$ cat src/rtl/ldpc_sched_pkg.sv
// Shared definitions for the NB-LDPC row scheduler: default widths and FSM states.
package ldpc_sched_pkg;

  localparam int ADDR_W_DEF   = 10;
  localparam int ITER_W_DEF   = 5;
  localparam int PIPE_LAT_DEF = 3;

  typedef enum logic [2:0] {
    S_IDLE  = 3'd0,
    S_EVEN  = 3'd1,
    S_ODD   = 3'd2,
    S_DRAIN = 3'd3,
    S_SYND  = 3'd4,
    S_FIN   = 3'd5
  } sched_state_t;

endpackage

$ cat src/rtl/ldpc_stride_addr_gen.sv
// Stride-2 row address counter, reloaded with offset 0 or 1 at the start of each pass.
module ldpc_stride_addr_gen
  import ldpc_sched_pkg::*;
#(
  parameter int ADDR_W = ADDR_W_DEF
) (
  input  logic              clk,
  input  logic              reset,
  input  logic              load,
  input  logic              offset,
  input  logic              advance,
  input  logic [ADDR_W-1:0] n_rows,
  output logic [ADDR_W-1:0] addr,
  output logic              last
);

  logic [ADDR_W:0] addr_plus2;

  // One extra bit keeps the end-of-pass test correct for n_rows near 2^ADDR_W.
  assign addr_plus2 = {1'b0, addr} + (ADDR_W + 1)'(2);
  assign last       = (addr_plus2 >= {1'b0, n_rows});

  always_ff @(posedge clk or negedge reset) begin
    if (!reset) begin
      addr <= '0;
    end else if (load) begin
      addr <= {{(ADDR_W - 1){1'b0}}, offset};
    end else if (advance) begin
      addr <= addr + ADDR_W'(2);
    end
  end

endmodule

$ cat src/rtl/ldpc_row_scheduler.sv
// Row scheduler for one NB-LDPC GF16 decode: even pass, odd pass, drain, syndrome
// check, repeated until the syndrome passes or the iteration limit is reached.
module ldpc_row_scheduler
  import ldpc_sched_pkg::*;
#(
  parameter int ADDR_W   = ADDR_W_DEF,
  parameter int ITER_W   = ITER_W_DEF,
  parameter int PIPE_LAT = PIPE_LAT_DEF
) (
  input  logic              clk,
  input  logic              reset,
  input  logic              start,
  input  logic [ADDR_W-1:0] n_rows,
  input  logic [ITER_W-1:0] max_iter,
  input  logic              dp_ready,
  input  logic              synd_valid,
  input  logic              synd_ok,
  output logic [ADDR_W-1:0] row_addr,
  output logic              row_valid,
  output logic              phase,
  output logic              synd_req,
  output logic [ITER_W-1:0] iter_cnt,
  output logic              busy,
  output logic              done,
  output logic              success
);

  localparam int                 DRAIN_W    = $clog2(PIPE_LAT + 1);
  localparam logic [DRAIN_W-1:0] DRAIN_LAST = DRAIN_W'(PIPE_LAT - 1);

  sched_state_t        state, state_d;
  logic [ADDR_W-1:0]   n_rows_q;
  logic [ITER_W-1:0]   max_iter_q;
  logic [DRAIN_W-1:0]  drain_cnt;

  logic gen_load, gen_off, gen_adv, gen_last;
  logic latch, iter_clr, iter_inc, drain_clr;
  logic synd_req_d, done_d, succ_set, succ_clr;
  logic accept;

  assign accept = row_valid & dp_ready;

  ldpc_stride_addr_gen #(
    .ADDR_W (ADDR_W)
  ) u_addr_gen (
    .clk     (clk),
    .reset   (reset),
    .load    (gen_load),
    .offset  (gen_off),
    .advance (gen_adv),
    .n_rows  (n_rows_q),
    .addr    (row_addr),
    .last    (gen_last)
  );

  always_ff @(posedge clk or negedge reset) begin
    if (!reset) begin
      state <= S_IDLE;
    end else begin
      state <= state_d;
    end
  end

  always_comb begin
    state_d    = state;
    gen_load   = 1'b0;
    gen_off    = 1'b0;
    gen_adv    = 1'b0;
    latch      = 1'b0;
    iter_clr   = 1'b0;
    iter_inc   = 1'b0;
    drain_clr  = 1'b0;
    synd_req_d = 1'b0;
    done_d     = 1'b0;
    succ_set   = 1'b0;
    succ_clr   = 1'b0;
    case (state)
      S_IDLE: begin
        if (start) begin
          latch    = 1'b1;
          iter_clr = 1'b1;
          succ_clr = 1'b1;
          if (n_rows == '0) begin
            state_d = S_FIN;
            done_d  = 1'b1;
          end else begin
            state_d  = S_EVEN;
            gen_load = 1'b1;
          end
        end
      end
      S_EVEN: begin
        if (accept) begin
          if (!gen_last) begin
            gen_adv = 1'b1;
          end else if (n_rows_q == ADDR_W'(1)) begin
            // A single row has no odd partner: skip the odd pass entirely.
            state_d   = S_DRAIN;
            drain_clr = 1'b1;
          end else begin
            state_d  = S_ODD;
            gen_load = 1'b1;
            gen_off  = 1'b1;
          end
        end
      end
      S_ODD: begin
        if (accept) begin
          if (!gen_last) begin
            gen_adv = 1'b1;
          end else begin
            state_d   = S_DRAIN;
            drain_clr = 1'b1;
          end
        end
      end
      S_DRAIN: begin
        if (drain_cnt == DRAIN_LAST) begin
          state_d    = S_SYND;
          synd_req_d = 1'b1;
        end
      end
      S_SYND: begin
        if (synd_valid) begin
          iter_inc = 1'b1;
          if (synd_ok) begin
            state_d  = S_FIN;
            done_d   = 1'b1;
            succ_set = 1'b1;
          end else if (iter_cnt + ITER_W'(1) == max_iter_q) begin
            state_d = S_FIN;
            done_d  = 1'b1;
          end else begin
            state_d  = S_EVEN;
            gen_load = 1'b1;
          end
        end
      end
      S_FIN: begin
        state_d = S_IDLE;
      end
      default: begin
        state_d = S_IDLE;
      end
    endcase
  end

  // Decode parameters captured at start; mid-decode input changes never reach them.
  always_ff @(posedge clk) begin
    if (latch) begin
      n_rows_q   <= n_rows;
      max_iter_q <= (max_iter == '0) ? ITER_W'(1) : max_iter;
    end
  end

  always_ff @(posedge clk or negedge reset) begin
    if (!reset) begin
      iter_cnt  <= '0;
      drain_cnt <= '0;
      success   <= 1'b0;
      row_valid <= 1'b0;
      phase     <= 1'b0;
      busy      <= 1'b0;
      synd_req  <= 1'b0;
      done      <= 1'b0;
    end else begin
      if (iter_clr) begin
        iter_cnt <= '0;
      end else if (iter_inc) begin
        iter_cnt <= iter_cnt + ITER_W'(1);
      end
      if (drain_clr) begin
        drain_cnt <= '0;
      end else if (state == S_DRAIN) begin
        drain_cnt <= drain_cnt + DRAIN_W'(1);
      end
      if (succ_clr) begin
        success <= 1'b0;
      end else if (succ_set) begin
        success <= 1'b1;
      end
      // Outputs follow the next state so they line up with the state register.
      row_valid <= (state_d == S_EVEN) || (state_d == S_ODD);
      phase     <= (state_d == S_ODD);
      busy      <= (state_d == S_EVEN) || (state_d == S_ODD) ||
                   (state_d == S_DRAIN) || (state_d == S_SYND);
      synd_req  <= synd_req_d;
      done      <= done_d;
    end
  end

endmodule

$ cat config.mk
export PLATFORM = sky130hd
export DESIGN_NAME = ldpc_row_scheduler
export DESIGN_NICKNAME = d
export VERILOG_FILES = /design/src/rtl/ldpc_sched_pkg.sv /design/src/rtl/ldpc_stride_addr_gen.sv /design/src/rtl/ldpc_row_scheduler.sv
export SDC_FILE = /design/constraint.sdc
export NUM_CORES = 1
export LEC_CHECK = 0
export BUFFER_PORTS_ARGS = -buffer_cell sky130_fd_sc_hd__buf_2
export CAP_MARGIN = 40
export CORE_UTILIZATION = 57
export CTS_BUF_LIST = sky130_fd_sc_hd__clkbuf_4 sky130_fd_sc_hd__clkbuf_8
export CTS_CLUSTER_DIAMETER = 60
export DETAILED_ROUTE_END_ITERATION = 12
export HOLD_SLACK_MARGIN = 0.03
export MAX_ROUTING_LAYER = met4
export PLACE_DENSITY = 0.81
export SLEW_MARGIN = 10
export SYNTH_ARGS = -nofsm -noshare
export SYNTH_HDL_FRONTEND = slang
export SYNTH_SLANG_ARGS = --single-unit
export TNS_END_PERCENT = 100
$ cat constraint.sdc
create_clock -name clk -period 3.4 [get_ports clk]
set_clock_uncertainty 0.2 [all_clocks]
set_input_delay 0.34 -clock clk [delete_from_list [all_inputs] [get_ports clk]]
set_output_delay 0.34 -clock clk [all_outputs]
set_load 0.1 [all_outputs]
# Word level (Yosys, flattened, before mapping)
# Cells that the tools add are included.
[classes] n_mux=54 magnitude_cmp=1 n_reduce_logical=11 bitwise_logic=1 eq_ne=11 add_sub_neg=4
[op_table] op="2-to-1 mux 1 bit" n=34
[op_table] op="2-to-1 mux 3 bit" n=10
[op_table] op="2-to-1 mux 10 bit" n=2
[op_table] op="one-hot mux 3 bit (5 select lines)" n=1
[op_table] op="equality test 3 x 2 -> 1 bit, second input constant" n=4
[op_table] op="adder 10 x 2 -> 11 bit, second input constant" n=1
[op_table] op="greater-or-equal comparator 11 x 10 -> 1 bit" n=1
[op_table] op="adder 10 x 2 -> 10 bit, second input constant" n=1
[op_table] op="equality test 10 x 1 -> 1 bit, second input constant" n=1
[op_table] op="logical NOT 10 bit" n=1
[op_table] op="2-to-1 mux 5 bit" n=2
[op_table] op="nonzero test 2 bit" n=4
[op_table] op="equality test 3 x 1 -> 1 bit, second input constant" n=2
[op_table] op="equality test 3 bit, second input constant" n=2
[op_table] op="adder 5 x 1 -> 5 bit, second input constant" n=1
[op_table] op="equality test 5 bit" n=1
[op_table] op="logical NOT 5 bit" n=1
[op_table] op="2-to-1 mux 2 bit" n=2
[op_table] op="one-hot mux 1 bit (2 select lines)" n=2
[op_table] op="logical NOT 3 bit" n=1
[op_table] op="logical OR 1 bit" n=3
[op_table] op="one-hot mux 1 bit (3 select lines)" n=1
[op_table] op="adder 2 x 1 -> 2 bit, second input constant" n=1
[op_table] op="equality test 2 bit, second input constant" n=1
[op_table] op="2 further kinds" n=2
[totals] in_bits=21 word_cells=94 output_inout_bits=21 register_bits=41

# Logic depth before layout (Yosys ltp)
[logic_depth] depth_word=10 mapped_depth=14

# Hierarchy
# A second synthesis with hierarchy kept.
[hier_totals] hier_cells=220 area_unflattened_um2=2292.2
[by_module_without_submodules] mod="ldpc_row_scheduler" cells_per_inst=126 area_each_um2=1505.2 instances=1
[by_module_without_submodules] mod="ldpc_stride_addr_gen" cells_per_inst=94 area_each_um2=787.0 instances=1

# Worst setup path before layout
# Ideal clock, no wire load.
[synth_path] path_type="register to register" start="register u_addr_gen.addr[2]" end="register u_addr_gen.addr[1]" path_stages_with_launch=14 t_arrival_ps=3635 synth_period_minus_slack_ps=3970 setup_ps=134 slack_ps=-570 cell_sequence="dfrtp_1 -> ha_1 -> nand3_1 -> inv_1 -> nand3_1 -> nor2_1 -> xor2_1 -> ha_1 -> nand3_1 -> nor4_1 -> a211oi_4 -> a21o_1 -> o32ai_4 -> nor2_1"
[synth_between] elab_chain_cells=6
[synth_lines] element="start, declared" line_no="ldpc_stride_addr_gen.sv:13" source="output logic [ADDR_W-1:0] addr,"
[synth_lines] element="start signal, assigned" line_no="ldpc_stride_addr_gen.sv:27" source="addr <= {{(ADDR_W - 1){1'b0}}, offset};"
[synth_lines] element="start signal, assigned" line_no="ldpc_stride_addr_gen.sv:29" source="addr <= addr + ADDR_W'(2);"
[synth_lines] element="adder 10 x 2 -> 11 bit *" line_no="ldpc_stride_addr_gen.sv:20" source="assign addr_plus2 = {1'b0, addr} + (ADDR_W + 1)'(2);"
[synth_lines] element="greater-or-equal comparator 11 x 10 -> 1 bit *" line_no="ldpc_stride_addr_gen.sv:21" source="assign last = (addr_plus2 >= {1'b0, n_rows});"
[synth_lines] element="2-to-1 mux 1 bit, on equally long branches" line_no="ldpc_row_scheduler.sv:94, ldpc_row_scheduler.sv:109"
[synth_lines] element="2-to-1 mux 1 bit" line_no="ldpc_row_scheduler.sv:93" source="if (accept) begin"
[synth_lines] element="one-hot mux 1 bit (3 select lines) or 2-to-1 mux 1 bit (tied branches)"
[synth_lines] element="2-to-1 mux 10 bit or nonzero test 2 bit (tied branches)"
# Mark *: on every way between the ends. The rest lies on a longest branch, timed or not.
# A chain may end at the register's enable or synchronous reset.

# Worst setup path in the final report
[layout_path] start="register u_addr_gen.addr[2]" end="register u_addr_gen.addr[9]"
[layout_between] elab_chain_cells=6
[layout_lines] element="adder 10 x 2 -> 11 bit" line_no="ldpc_stride_addr_gen.sv:20"
[layout_lines] element="greater-or-equal comparator 11 x 10 -> 1 bit" line_no="ldpc_stride_addr_gen.sv:21"
[layout_lines] element="2-to-1 mux 1 bit, on equally long branches" line_no="ldpc_row_scheduler.sv:94, ldpc_row_scheduler.sv:109"
[layout_lines] element="2-to-1 mux 1 bit" line_no="ldpc_row_scheduler.sv:93"
[layout_lines] element="one-hot mux 1 bit (3 select lines) or 2-to-1 mux 1 bit (tied branches)"
[layout_lines] element="2-to-1 mux 10 bit or nonzero test 2 bit (tied branches)"
# Parallel ways exist; a longest one is shown, timed or not. The select of a mux whose other input is x is not followed.

==> results.sh <==
export IMPL_h_tree_depth=2
export IMPL_placedCellCount=302
export IMPL_gr_usage_all_layers=0.252
export IMPL_dieArea_um2=4280
export IMPL_synthMuxAreaShare=0.0191
export IMPL_worst_hold_path_num_cells=1
export IMPL_drtIter0Drc=180
export IMPL_dp_final_hpwl_um=3370
export IMPL_grt_busiest_layer="met2"
export IMPL_ir_drop_mv=0.323
export IMPL_fin_crit_sh=0.952
export IMPL_routabilityCongestion=0.874
export IMPL_syn_avg_cell_area_um2=10.4
export IMPL_synthCells=221
export IMPL_diodes=0
export IMPL_p_leak_uw=0.00128
export IMPL_cts_root_buf="clkbuf_8"
export IMPL_synth_fa_ha_area_frac=0.0710
export IMPL_drt_pass1_iter_count=4
export IMPL_viasPerCell=5.71
export IMPL_start_util=0.608
export IMPL_setup_viol=0
export IMPL_synthTopCellsByArea="dfrtp_1, edfxtp_1, ha_1"
export IMPL_area_delta_synth_final_pct=22.6
export IMPL_timing_rr_start="u_addr_gen.addr[2]"
export IMPL_layout_nets=309
export IMPL_rsz0062_at_grt="false"
export IMPL_fin_cells=324
export IMPL_period_minus_slack_ps=3240
export IMPL_fp_dieH_um=65.4
export IMPL_grt_pass1_wl_um=7830
export IMPL_yosys_area_top_type="dfrtp_1"
export IMPL_p_sw_uw=861
export IMPL_io_buffers=41
export IMPL_wl_per_cell_um=15.0
export IMPL_rows=22
export IMPL_vias=1849
export IMPL_min_from="n_rows[4]"
export IMPL_regToRegSetupSlack_ps=160
export IMPL_drive_above_1_share=0.261
export IMPL_p_int_uw=1010
export IMPL_synth_xor_area_frac=0.0775
export IMPL_grt_ovfl_total=0
export IMPL_grt_start_max_net_pins=27
export IMPL_clkPwrFrac=0.169
export IMPL_startpoint_type="register"
export IMPL_use_met1=0.325
export IMPL_synthDistinctLibCells=43
export IMPL_yosysWarnings=0
export IMPL_slowest_delay_ps=440
export IMPL_ys_seq_area_frac=0.480
export IMPL_p_comb_frac=0.453
export IMPL_ant_nets=0
export IMPL_required_ps=3430
export IMPL_syn_area_um2=2290
export IMPL_path_clk_slew_ps=80
export IMPL_synth_simple_area_share=0.148
export IMPL_cp_common_cell="nand3_2"
export IMPL_end_kind="register"
export IMPL_cts_sinks=41
export IMPL_status="completed"
export IMPL_clock_latency_ps=300
export IMPL_pre_cts_slack_ps=11.7
export IMPL_pwr_density_cell_nw_per_um2=666
export IMPL_cts_tree="done"
export IMPL_io_pins=42
export IMPL_whs_endpoint="n_rows_q[4]"
export IMPL_cts_buffers=5
export IMPL_path_max_fanout=7
export IMPL_r2r_cells=12
export IMPL_fin_ws_ps=165
export IMPL_tns_ps=0
export IMPL_crit_slowest_cell="dfrtp_4"
export IMPL_synth_flop_cell="dfrtp_1"
export IMPL_min_path_type="input port to register"
export IMPL_first_global_vias=1726
export IMPL_postRouteWirelength_um=4860
export IMPL_met2_usage=0.393
export IMPL_finalPower_uw=1870
export IMPL_relSlewSlack=0.618
export IMPL_drcViolationCount=0
export IMPL_met3_usage=0.0590
export IMPL_synth_edff_count=15
export IMPL_cap_violations=0
export IMPL_synth_compound_area_frac=0.153
export IMPL_seqPwrFrac=0.379
export IMPL_clock_path_buffers=2
export IMPL_cp_depth=12
export IMPL_synth_top_family_by_area="compound AO/OA/AOI/OAI gates"
export IMPL_crit_arrival_ps=3260
export IMPL_synth_top_area_share=0.284
export IMPL_path_buf_inv=1
export IMPL_timing_fmax_mhz=309
export IMPL_finalHoldViolations=0
export IMPL_p_sw_frac=0.461
export IMPL_tightest_slew_ps=573
export IMPL_critical_path_cell_chain="ha_2, nand3_2, inv_1, nand3_2, nor2_1, xor2_1, ha_1, a21o_1, a211oi_4, nand3_4, or4_1, a21oi_1"
export IMPL_path_delay_family="simple AND/OR/NAND/NOR gates"
export IMPL_setup_worst_path_class="register to register"
export IMPL_yosys_register_bits=41
export IMPL_core_area_um2=3770
export IMPL_synth_nets=255
export IMPL_r2r_end="u_addr_gen.addr[9]"
export IMPL_slew_viol_final=0
export IMPL_synth_async_reset_ratio=0.634
export IMPL_dieWidth_um=65.4
export IMPL_antenna_found_initial=0
export IMPL_final_common_cell="buf_2"
export IMPL_final_cell_mix="buf_2, inv_1, dfrtp_1"
-- sequential cells by signal, summed over array words and instances, names as in the netlist --
signal and cells:
success 1, state 3, iter_cnt 5, busy 1, max_iter_q 5, phase 1
row_valid 1, done 1, n_rows_q 10, synd_req 1, drain_cnt 2, u_addr_gen.addr 10
-- through the flow --
step / hold slack (ps) / util / instance area, um2
after global placement: 163 / 0.677 / 2550
after CTS: 30.2 / 0.715 / 2700
after floorplan: -156 / - / 2320
final: 35.3 / 0.745 / 2810
after global routing: 23.3 / 0.745 / 2810
after detailed placement: 171 / 0.677 / 2550
-- worst max-delay path by stage --
stage | endpoint | start
after global routing | u_addr_gen.addr[9] | u_addr_gen.addr[2]
after detailed placement | u_addr_gen.addr[9] | u_addr_gen.addr[2]
after floorplan | u_addr_gen.addr[3] | u_addr_gen.addr[2]
final | u_addr_gen.addr[9] | u_addr_gen.addr[2]
after global placement | u_addr_gen.addr[9] | u_addr_gen.addr[1]
after CTS | u_addr_gen.addr[2] | u_addr_gen.addr[1]
-- metal layers --
layer | vias up | share of wire
met2 | 54 | 0.49
met3 | 8 | 0.040
met1 | 884 | 0.46
li1 | 903 | -
met4 | 0 | 0.014
met5 | - | 0
-- cell families after synthesis --
logic type | count (synthesis)
adder cells (fa/ha/maj) | 13
buffers and inverters | 29
flip-flops | 41
AO/OA/AOI/OAI | 49
AND/OR/NAND/NOR | 68
multiplexers | 4
XOR/XNOR | 17
-- worst register-to-register path: cells and delay by family (launching register included) --
family	cells	cell delay (ps)
fa+ha+maj	2	480
buf+inv	1	90
flops	1	440
simple gates	5	1010
compound gates	3	790
xor+xnor	1	160
-- repair_timing --
action / in CTS / in global routing
buffers inserted: 0 / 3
pin swaps: 0 / 4
endpoints found under the setup margin: 1 / 14
hold buffers: 5 / 5
gates resized for setup: 1 / 4
gates cloned: 0 / 1
endpoints found under the hold margin: 30 / 5
-- power by group through the flow --
stage               Clock, uW  Sequential (uW)  Combinational (uW)
CTS                       322              702                 804
floorplan                   0              980                 371
finish                    316              708                 846
detailed placement          0              712                 792
global placement            0              704                 773
global route              344              721                 910
-- synth_stat cells, drive strengths merged, types with 2 or more instances --
library cell and n:
a211o 2, and3 2, a311oi 2, nand4 3
ha 13, nand2 14, a211oi 5, buf 2
nor3 2, nand2b 4, o31ai 3, xor2 5
or3 5, xnor2 10, mux2 3, nand3 11
edfxtp 15, nor2 17, inv 20, a21oi 12
clkbuf 7, dfrtp 26, nor4 7, a21o 4
o21ai 14
-- cell type report --
type                            instances  area, um2
Fill cell                             279        961
Inverter                               20       75.1
Sequential cell                        41       1110
Clock inverter                          2       10.0
Timing Repair Buffer                   55        348
Clock buffer                            6       76.3
Tap cell                               48       60.1
Multi-Input combinational cell        152       1130
Power figures use the tool's default switching activity.
